<file path="src/rtl/wb_pkg.sv">
// Shared constants and the buffered load request type for the writeback stage.
package wb_pkg;
    localparam int DW    = 8;
    localparam int PW    = 4;
    localparam int DEPTH = 2;
    localparam int CNT_W = $clog2(DEPTH + 1);

    typedef struct packed {
        logic [PW-1:0] addr;
        logic [DW-1:0] dat;
    } wb_req_t;
endpackage

</file>
<file path="src/rtl/wb_arbiter_if.sv">
// Writeback bus: ALU and load producers, register file write port, operand forwarding.
// Handshake: a load transfers on a rising clk edge where ld_valid && ld_ready; ld_ready
// never depends on ld_valid, and the producer holds ld_* stable while ld_ready is low.
// ALU results have no handshake and are always taken.
interface wb_arbiter_if;
    import wb_pkg::*;

    logic             alu_valid;
    logic [PW-1:0]    alu_addr;
    logic [DW-1:0]    alu_dat;
    logic             ld_valid;
    logic             ld_ready;
    logic [PW-1:0]    ld_addr;
    logic [DW-1:0]    ld_dat;
    logic             wr_en;
    logic [PW-1:0]    wr_addr;
    logic [DW-1:0]    wr_dat;
    logic [PW-1:0]    rd_addrA;
    logic [PW-1:0]    rd_addrB;
    logic             fwdA_hit;
    logic             fwdB_hit;
    logic [DW-1:0]    fwdA_dat;
    logic [DW-1:0]    fwdB_dat;
    logic             busyA;
    logic             busyB;
    logic [CNT_W-1:0] buf_count;

    modport slave (
        input  alu_valid, alu_addr, alu_dat, ld_valid, ld_addr, ld_dat, rd_addrA, rd_addrB,
        output ld_ready, wr_en, wr_addr, wr_dat, fwdA_hit, fwdB_hit, fwdA_dat, fwdB_dat,
               busyA, busyB, buf_count
    );

    modport master (
        output alu_valid, alu_addr, alu_dat, ld_valid, ld_addr, ld_dat, rd_addrA, rd_addrB,
        input  ld_ready, wr_en, wr_addr, wr_dat, fwdA_hit, fwdB_hit, fwdA_dat, fwdB_dat,
               busyA, busyB, buf_count
    );
endinterface

</file>
<file path="src/rtl/wb_fifo.sv">
// Synchronous FIFO of load requests; exposes every slot and its valid bit for busy compares.
module wb_fifo
    import wb_pkg::*;
#(
    parameter int FDEPTH = 2
) (
    input  logic                                clk,
    input  logic                                reset,
    input  logic                                push_i,
    input  wb_req_t                             push_data_i,
    input  logic                                pop_i,
    output logic                                full_o,
    output logic                                empty_o,
    output wb_req_t                             head_o,
    output logic [$clog2(FDEPTH+1)-1:0]         count_o,
    output logic [FDEPTH*$bits(wb_req_t)-1:0]   entries_o,
    output logic [FDEPTH-1:0]                   valid_o
);
    localparam int PTR_W = (FDEPTH > 1) ? $clog2(FDEPTH) : 1;
    localparam int FC_W  = $clog2(FDEPTH + 1);
    localparam int RW    = $bits(wb_req_t);

    wb_req_t           mem_q [FDEPTH];
    logic [FDEPTH-1:0] valid_q, valid_d;
    logic [PTR_W-1:0]  rd_ptr_q, rd_ptr_d, wr_ptr_q, wr_ptr_d;
    logic [FC_W-1:0]   count_q, count_d;

    function automatic logic [PTR_W-1:0] ptr_inc(input logic [PTR_W-1:0] p);
        return (p == PTR_W'(FDEPTH - 1)) ? '0 : p + 1'b1;
    endfunction

    always_comb begin
        valid_d  = valid_q;
        rd_ptr_d = rd_ptr_q;
        wr_ptr_d = wr_ptr_q;
        count_d  = count_q;
        if (push_i) begin
            wr_ptr_d          = ptr_inc(wr_ptr_q);
            valid_d[wr_ptr_q] = 1'b1;
        end
        // Pop clears its slot after push set; they never collide since push and pop
        // together imply the buffer is neither empty nor full.
        if (pop_i) begin
            rd_ptr_d          = ptr_inc(rd_ptr_q);
            valid_d[rd_ptr_q] = 1'b0;
        end
        case ({push_i, pop_i})
            2'b10:   count_d = count_q + 1'b1;
            2'b01:   count_d = count_q - 1'b1;
            default: count_d = count_q;
        endcase
    end

    always_ff @(posedge clk) begin
        if (reset) begin
            valid_q  <= '0;
            rd_ptr_q <= '0;
            wr_ptr_q <= '0;
            count_q  <= '0;
        end else begin
            valid_q  <= valid_d;
            rd_ptr_q <= rd_ptr_d;
            wr_ptr_q <= wr_ptr_d;
            count_q  <= count_d;
            if (push_i) mem_q[wr_ptr_q] <= push_data_i;
        end
    end

    for (genvar i = 0; i < FDEPTH; i++) begin : g_flat
        assign entries_o[i*RW +: RW] = mem_q[i];
    end

    assign valid_o = valid_q;
    assign head_o  = mem_q[rd_ptr_q];
    assign count_o = count_q;
    assign full_o  = (count_q == FC_W'(FDEPTH));
    assign empty_o = (count_q == '0);
endmodule

</file>
<file path="src/rtl/wb_arbiter.sv">
// Writeback arbiter: ALU results win, buffered loads drain in order, idle loads bypass.
module wb_arbiter
    import wb_pkg::*;
(
    input  logic          clk,
    input  logic          reset,
    wb_arbiter_if.slave   bus
);
    localparam int RW = $bits(wb_req_t);

    logic                  push, pop, full, empty, ld_acc;
    wb_req_t               head, ld_req;
    logic [DEPTH*RW-1:0]   entries;
    logic [DEPTH-1:0]      valid;
    logic [CNT_W-1:0]      count;

    logic                  wr_en_q, wr_en_d;
    logic [PW-1:0]         wr_addr_q, wr_addr_d;
    logic [DW-1:0]         wr_dat_q, wr_dat_d;
    logic                  busy_a, busy_b;

    assign ld_req = '{addr: bus.ld_addr, dat: bus.ld_dat};
    assign bus.ld_ready = !reset && !full;
    assign ld_acc = bus.ld_valid && bus.ld_ready;

    wb_fifo #(.FDEPTH(DEPTH)) u_fifo (
        .clk        (clk),
        .reset      (reset),
        .push_i     (push),
        .push_data_i(ld_req),
        .pop_i      (pop),
        .full_o     (full),
        .empty_o    (empty),
        .head_o     (head),
        .count_o    (count),
        .entries_o  (entries),
        .valid_o    (valid)
    );

    always_comb begin
        push      = 1'b0;
        pop       = 1'b0;
        wr_en_d   = 1'b0;
        wr_addr_d = wr_addr_q;
        wr_dat_d  = wr_dat_q;
        if (bus.alu_valid) begin
            wr_en_d   = 1'b1;
            wr_addr_d = bus.alu_addr;
            wr_dat_d  = bus.alu_dat;
            push      = ld_acc;
        end else if (!empty) begin
            wr_en_d   = 1'b1;
            wr_addr_d = head.addr;
            wr_dat_d  = head.dat;
            pop       = 1'b1;
            push      = ld_acc;
        end else if (ld_acc) begin
            wr_en_d   = 1'b1;
            wr_addr_d = bus.ld_addr;
            wr_dat_d  = bus.ld_dat;
        end
    end

    always_ff @(posedge clk) begin
        if (reset) begin
            wr_en_q   <= 1'b0;
            wr_addr_q <= '0;
            wr_dat_q  <= '0;
        end else begin
            wr_en_q   <= wr_en_d;
            wr_addr_q <= wr_addr_d;
            wr_dat_q  <= wr_dat_d;
        end
    end

    // Busy covers only buffered loads; the output register is handled by forwarding.
    always_comb begin
        wb_req_t e;
        busy_a = 1'b0;
        busy_b = 1'b0;
        for (int i = 0; i < DEPTH; i++) begin
            e = wb_req_t'(entries[i*RW +: RW]);
            if (valid[i] && (e.addr == bus.rd_addrA)) busy_a = 1'b1;
            if (valid[i] && (e.addr == bus.rd_addrB)) busy_b = 1'b1;
        end
    end

    assign bus.wr_en     = wr_en_q;
    assign bus.wr_addr   = wr_addr_q;
    assign bus.wr_dat    = wr_dat_q;
    assign bus.fwdA_hit  = wr_en_q && (wr_addr_q == bus.rd_addrA);
    assign bus.fwdB_hit  = wr_en_q && (wr_addr_q == bus.rd_addrB);
    assign bus.fwdA_dat  = wr_dat_q;
    assign bus.fwdB_dat  = wr_dat_q;
    assign bus.busyA     = busy_a;
    assign bus.busyB     = busy_b;
    assign bus.buf_count = count;
endmodule
</file>
<file path="src/flat_wrapper.sv">
// flat-port wrapper written by rule: the top's interface ports become plain ports
module wb_arbiter_flat import wb_pkg::*;
  (clk, reset, bus_alu_valid, bus_alu_addr, bus_alu_dat, bus_ld_valid, bus_ld_addr, bus_ld_dat, bus_rd_addrA, bus_rd_addrB, bus_ld_ready, bus_wr_en, bus_wr_addr, bus_wr_dat, bus_fwdA_hit, bus_fwdB_hit, bus_fwdA_dat, bus_fwdB_dat, bus_busyA, bus_busyB, bus_buf_count);
  wb_arbiter_if bus_i ();
  input  logic clk;
  input  logic reset;
  input wire logic [$bits(bus_i.alu_valid)-1:0] bus_alu_valid;
  input wire logic [$bits(bus_i.alu_addr)-1:0] bus_alu_addr;
  input wire logic [$bits(bus_i.alu_dat)-1:0] bus_alu_dat;
  input wire logic [$bits(bus_i.ld_valid)-1:0] bus_ld_valid;
  input wire logic [$bits(bus_i.ld_addr)-1:0] bus_ld_addr;
  input wire logic [$bits(bus_i.ld_dat)-1:0] bus_ld_dat;
  input wire logic [$bits(bus_i.rd_addrA)-1:0] bus_rd_addrA;
  input wire logic [$bits(bus_i.rd_addrB)-1:0] bus_rd_addrB;
  output wire logic [$bits(bus_i.ld_ready)-1:0] bus_ld_ready;
  output wire logic [$bits(bus_i.wr_en)-1:0] bus_wr_en;
  output wire logic [$bits(bus_i.wr_addr)-1:0] bus_wr_addr;
  output wire logic [$bits(bus_i.wr_dat)-1:0] bus_wr_dat;
  output wire logic [$bits(bus_i.fwdA_hit)-1:0] bus_fwdA_hit;
  output wire logic [$bits(bus_i.fwdB_hit)-1:0] bus_fwdB_hit;
  output wire logic [$bits(bus_i.fwdA_dat)-1:0] bus_fwdA_dat;
  output wire logic [$bits(bus_i.fwdB_dat)-1:0] bus_fwdB_dat;
  output wire logic [$bits(bus_i.busyA)-1:0] bus_busyA;
  output wire logic [$bits(bus_i.busyB)-1:0] bus_busyB;
  output wire logic [$bits(bus_i.buf_count)-1:0] bus_buf_count;
  assign bus_i.alu_valid = bus_alu_valid;
  assign bus_i.alu_addr = bus_alu_addr;
  assign bus_i.alu_dat = bus_alu_dat;
  assign bus_i.ld_valid = bus_ld_valid;
  assign bus_i.ld_addr = bus_ld_addr;
  assign bus_i.ld_dat = bus_ld_dat;
  assign bus_i.rd_addrA = bus_rd_addrA;
  assign bus_i.rd_addrB = bus_rd_addrB;
  assign bus_ld_ready = bus_i.ld_ready;
  assign bus_wr_en = bus_i.wr_en;
  assign bus_wr_addr = bus_i.wr_addr;
  assign bus_wr_dat = bus_i.wr_dat;
  assign bus_fwdA_hit = bus_i.fwdA_hit;
  assign bus_fwdB_hit = bus_i.fwdB_hit;
  assign bus_fwdA_dat = bus_i.fwdA_dat;
  assign bus_fwdB_dat = bus_i.fwdB_dat;
  assign bus_busyA = bus_i.busyA;
  assign bus_busyB = bus_i.busyB;
  assign bus_buf_count = bus_i.buf_count;
  wb_arbiter u_core (.clk(clk), .reset(reset), .bus(bus_i));
endmodule
</file>
<file path="config.mk">
export PLATFORM = sky130hd
export DESIGN_NAME = wb_arbiter_flat
export DESIGN_NICKNAME = d
export VERILOG_FILES = /design/src/rtl/wb_pkg.sv /design/src/rtl/wb_arbiter_if.sv /design/src/rtl/wb_fifo.sv /design/src/rtl/wb_arbiter.sv /design/src/flat_wrapper.sv
export SDC_FILE = /design/constraint.sdc
export NUM_CORES = 1
export LEC_CHECK = 0
export CORE_MARGIN = 1.5
export CORE_UTILIZATION = 30
export CTS_BUF_LIST = sky130_fd_sc_hd__clkbuf_8
export CTS_CLUSTER_DIAMETER = 60
export DETAILED_ROUTE_END_ITERATION = 16
export SYNTH_ARGS = -nofsm -noshare
export SYNTH_HDL_FRONTEND = slang
export SYNTH_SLANG_ARGS = --single-unit
</file>
<file path="constraint.sdc">
create_clock -name clk -period 1.6 [get_ports clk]
set_input_delay 0.16 -clock clk [delete_from_list [all_inputs] [get_ports clk]]
set_output_delay 0.16 -clock clk [all_outputs]
set_load 0.03 [all_outputs]
</file>
==> implementation parameters <==
Parameter                              Value

Status
  Run status    finished with violations
  Failing checks    setup timing

Worst setup path
  Type of the setup path with the least slack    flip-flop to output pin
  Type of element capturing the critical path    output pin
  Critical Path Source Type    flip-flop
  Biggest cell delay along the critical path    between 400 and 500 ps
  Max stage delay cell, worst path    edfxtp_1
  WP data required    roughly 1400 ps
  Worst-case register-to-register setup slack    200 ps
  WP data arrival    1460 ps
  Largest fanout on the critical path    3
  Chain of cells forming the critical path    xor2_1 -> nor4_1 -> a21o_1 -> buf_6

Timing
  Period Utilization, post-route    1.015
  Setup slack after layout    -24.23 ps
  Min cycle time layout    1624 ps
  Worst-Margin Slew    321.4 ps
  Maximum clock frequency    0.6157 GHz
  Final-report hold violation count    0
  RSZ-0062 raised after global routing    true
  Post-Route Skew    ~5.3 ps
  Slew headroom    0.7854
  Final number of max-transition violations    0
  Summed negative setup slack over all endpoints    -24.23 ps
  Final setup violating endpoints    1

Yosys
  Simple-gate portion of the synthesized area    0.1207
  Xor/xnor share of the synthesized area    0.08291
  Adder-Cell Fraction of Synth Area    0
  Top cells by instance count after synthesis    nor2_1, edfxtp_1, dfxtp_1, buf_4, xor2_1
  Area share of the largest cell type after synthesis    0.3249
  Main combinational cell family by area after synthesis    compound AO/OA/AOI/OAI gates
  Flip-flop and latch count after synthesis    44
  Mapped cell area    roughly 2200 sq um
  Async set or reset register ratio after synthesis    0
  Largest area contributor in the netlist    edfxtp_1
  Multiplexer share of the synthesized area    0.06035
  Number of cells produced by synthesis    212
  Main synth FF type    edfxtp_1
  Post-synthesis cell type count    33
  Area contributors post-synth    edfxtp_1, dfxtp_1, buf_4, xor2_1, nor2_1
  Mapped Nets    248
  Share of the yosys chip area belonging to registers    0.5054
  Average instance area after synthesis    10.46 sq um
  Most repeated cell in the gate-level netlist after synthesis    nor2_1
  Warnings, synthesis    0
  Post-synthesis compound-gate area fraction    0.1387
  Post-synth EDFFs    24

Floorplanning
  Core area    7214 sq um
  Die Height    88.99 um
  Width of the chip    approximately 89 um
  Number of placement rows    31
  Top-level port count    between 70 and 80
  Starting density of the core    0.3075
  Die area    7919 sq um

Detailed routing
  Via count of the routed design    approximately 1.8k
  Number of DRC violations after detailed-routing iteration 0    97
  DR DRC count    0
  Remaining antenna violation count    0
  Vias per std cell    4.726
  Total Wirelength    5384 um
  Average wire per standard cell    14.06 um
  DRT Pass-1 Iters    4

Global route
  Most used routing layer    met2
  Routing usage on met2    0.2259
  Pin count of the biggest net entering global routing    22
  Met3 Track Usage GR    0.03970
  Global-route wire length before repair    8652 um
  Total GRT Usage    0.1436
  Overall overflow remaining after global route    0
  Via count of the first global-routing pass    ~1.8k
  M1 GR Usage    0.1947
  Initial antenna violation count    0

Clock tree
  Source-to-sink clock delay at the later pin of the worst-skew pair    300 ps
  Clock tree from TritonCTS    yes
  Number of hold buffers added after cts    0
  Clock root buffer    clkbuf_8
  Number of post-CTS setup repair buffers    0
  H-Tree Depth    2
  Clk buf depth    2
  Clock Sinks    44
  Clock slew seen by the registers of the worst setup and hold paths    80 ps
  Inserted Clock Buffers    5

Min path
  Worst min-delay path class    primary input to flip-flop

Pwr
  Portion of total power attributed to combinational logic    0.278
  Design internal power    approximately 1.9 mW
  Worst ir drop on vdd    0.2897 mV
  Pwr dens    roughly 850 nW/um^2
  Clk pwr share    0.244
  Static leakage    1.249 nW
  Proportion of total power due to net switching    0.3003
  Reg power frac    0.478
  Power spent charging and discharging nets    between 0.8 and 0.9 mW

Placed design
  DPL Wire Length    4066 um
  Gpl congestion    between 0.8 and 0.9
  Placed inst area    around 3100 sq um
  Number of buffers added on ports    71

Cells and area
  Antenna diodes    0
  Register area    1122 sq um
  Post-route cell area    3198 sq um
  Layout fillers    705
  Area growth from synthesis to final layout    44.16%
  Area of combinational cells with multiple inputs    934.6 sq um
  Layout Nets    between 300 and 400
  Ratio of cells with drive above 1 in the final layout    0.1514

Flow run
  Number of max-capacitance violations reported    0
[placed cells by master (no fill, tap or decap), types with 2 or more instances in the layout]
master           count
xor2_1              15
buf_6                2
o21a_1               2
xnor2_1              5
clkinv_2             2
buf_4               19
clkbuf_8             5
dfxtp_1             19
a21oi_1              4
dlymetal6s2s_1       5
edfxtp_1            24
dlygate4sd2_1        2
nor3_1               8
mux2_2               2
a211oi_1            10
nor2_1              30
nor2b_1              2
nand2_1              9
a221oi_1             8
a222oi_1             2
a311oi_1             3
buf_12               4
nor4_2               3
nor2_4               2
inv_1                5
o21ai_0              7
o22ai_1              2
mux2i_1             10
a21o_1               2
clkdlybuf4s50_1     59
[power groups by stage]
stage | combinational (mW) | clock (mW) | sequential, mW
2_1_floorplan | 0.380 | 0 | 1.39
3_3_place_gp | 0.753 | 0 | 1.33
3_5_place_dp | 0.757 | 0 | 1.33
4_1_cts | 0.761 | 0.691 | 1.31
5_1_grt | 0.810 | 0.731 | 1.32
6_report | 0.757 | 0.666 | 1.30
[final cells by class]
| type | instances | area share |
|---|---|---|
| Multi-Input combinational cell | 136 | 0.2923 |
| Sequential cell | 44 | 0.3509 |
| Tap cell | 99 | 0.03873 |
| Clock inverter | 3 | 0.004304 |
| Clock buffer | 5 | 0.02152 |
| Timing Repair Buffer | 91 | 0.2864 |
| Inverter | 5 | 0.005869 |
[through the flow]
stage | power [mW] | util | setup WS (ps) | hold WS (ps) | cells
2_1_floorplan | 1.774 | - | 76.74 | 258.9 | 212
5_1_grt | 2.855 | 0.4433 | -117.3 | 453.6 | 383
6_report | 2.727 | 0.4433 | -24.23 | 442.7 | 383
3_5_place_dp | 2.089 | 0.4273 | -31.02 | 501.0 | 375
4_1_cts | 2.757 | 0.4403 | -17.50 | 438.7 | 383
3_3_place_gp | 2.083 | 0.4273 | -21.06 | 495.6 | 375
[routing by layer]
metal	vias to the layer above	routed length, um
met5	-	0
met4	0	45
li1	895	-
met1	842	2477
met2	67	2487
met3	6	373
[what timing repair did]
item                       CTS  global route
setup endpoints to repair    4             9
pin swaps                    2             0
resized for setup            5             7
[state kept, by name, summed over array words and instances (netlist names), named ones only]
signal / flops
u_core.bus.fwdA_dat: 8
u_core.u_fifo.count_o: 2
u_core.u_fifo.valid_o: 2
u_core.u_fifo.wr_ptr_q: 1
u_core.u_fifo.rd_ptr_q: 1
u_core.u_fifo.mem_q: 24
u_core.bus.wr_addr: 4
u_core.bus.wr_en: 1
[final timing paths]
check / startpoint / to / depth (start not counted)
max: u_core.u_fifo.mem_q[1][11] / bus_busyA / 4
min: bus_alu_dat[5] / u_core.bus.fwdA_dat[5] / 3
max reg2reg: u_core.u_fifo.count_o[0] / u_core.bus.wr_addr[3] / 5
min reg2reg: u_core.u_fifo.valid_o[1] / u_core.u_fifo.valid_o[1] / 1
[worst max-delay path, delay by kind of cell (launching register included)]
family | cells | cell delay, ps
XOR/XNOR | 1 | 170
flip-flops | 1 | 440
AND/OR/NAND/NOR | 1 | 280
buffers and inverters | 1 | 130
AO/OA/AOI/OAI | 1 | 150
[cells by family (layout without fill, tap and decap cells)]
family / after synthesis / after routing
simple gates: 60 / 60
xor+xnor: 21 / 21
compound gates: 42 / 42
flops: 44 / 44
mux: 13 / 13
buf+inv: 32 / 104
(Power assumes the default switching activity.)
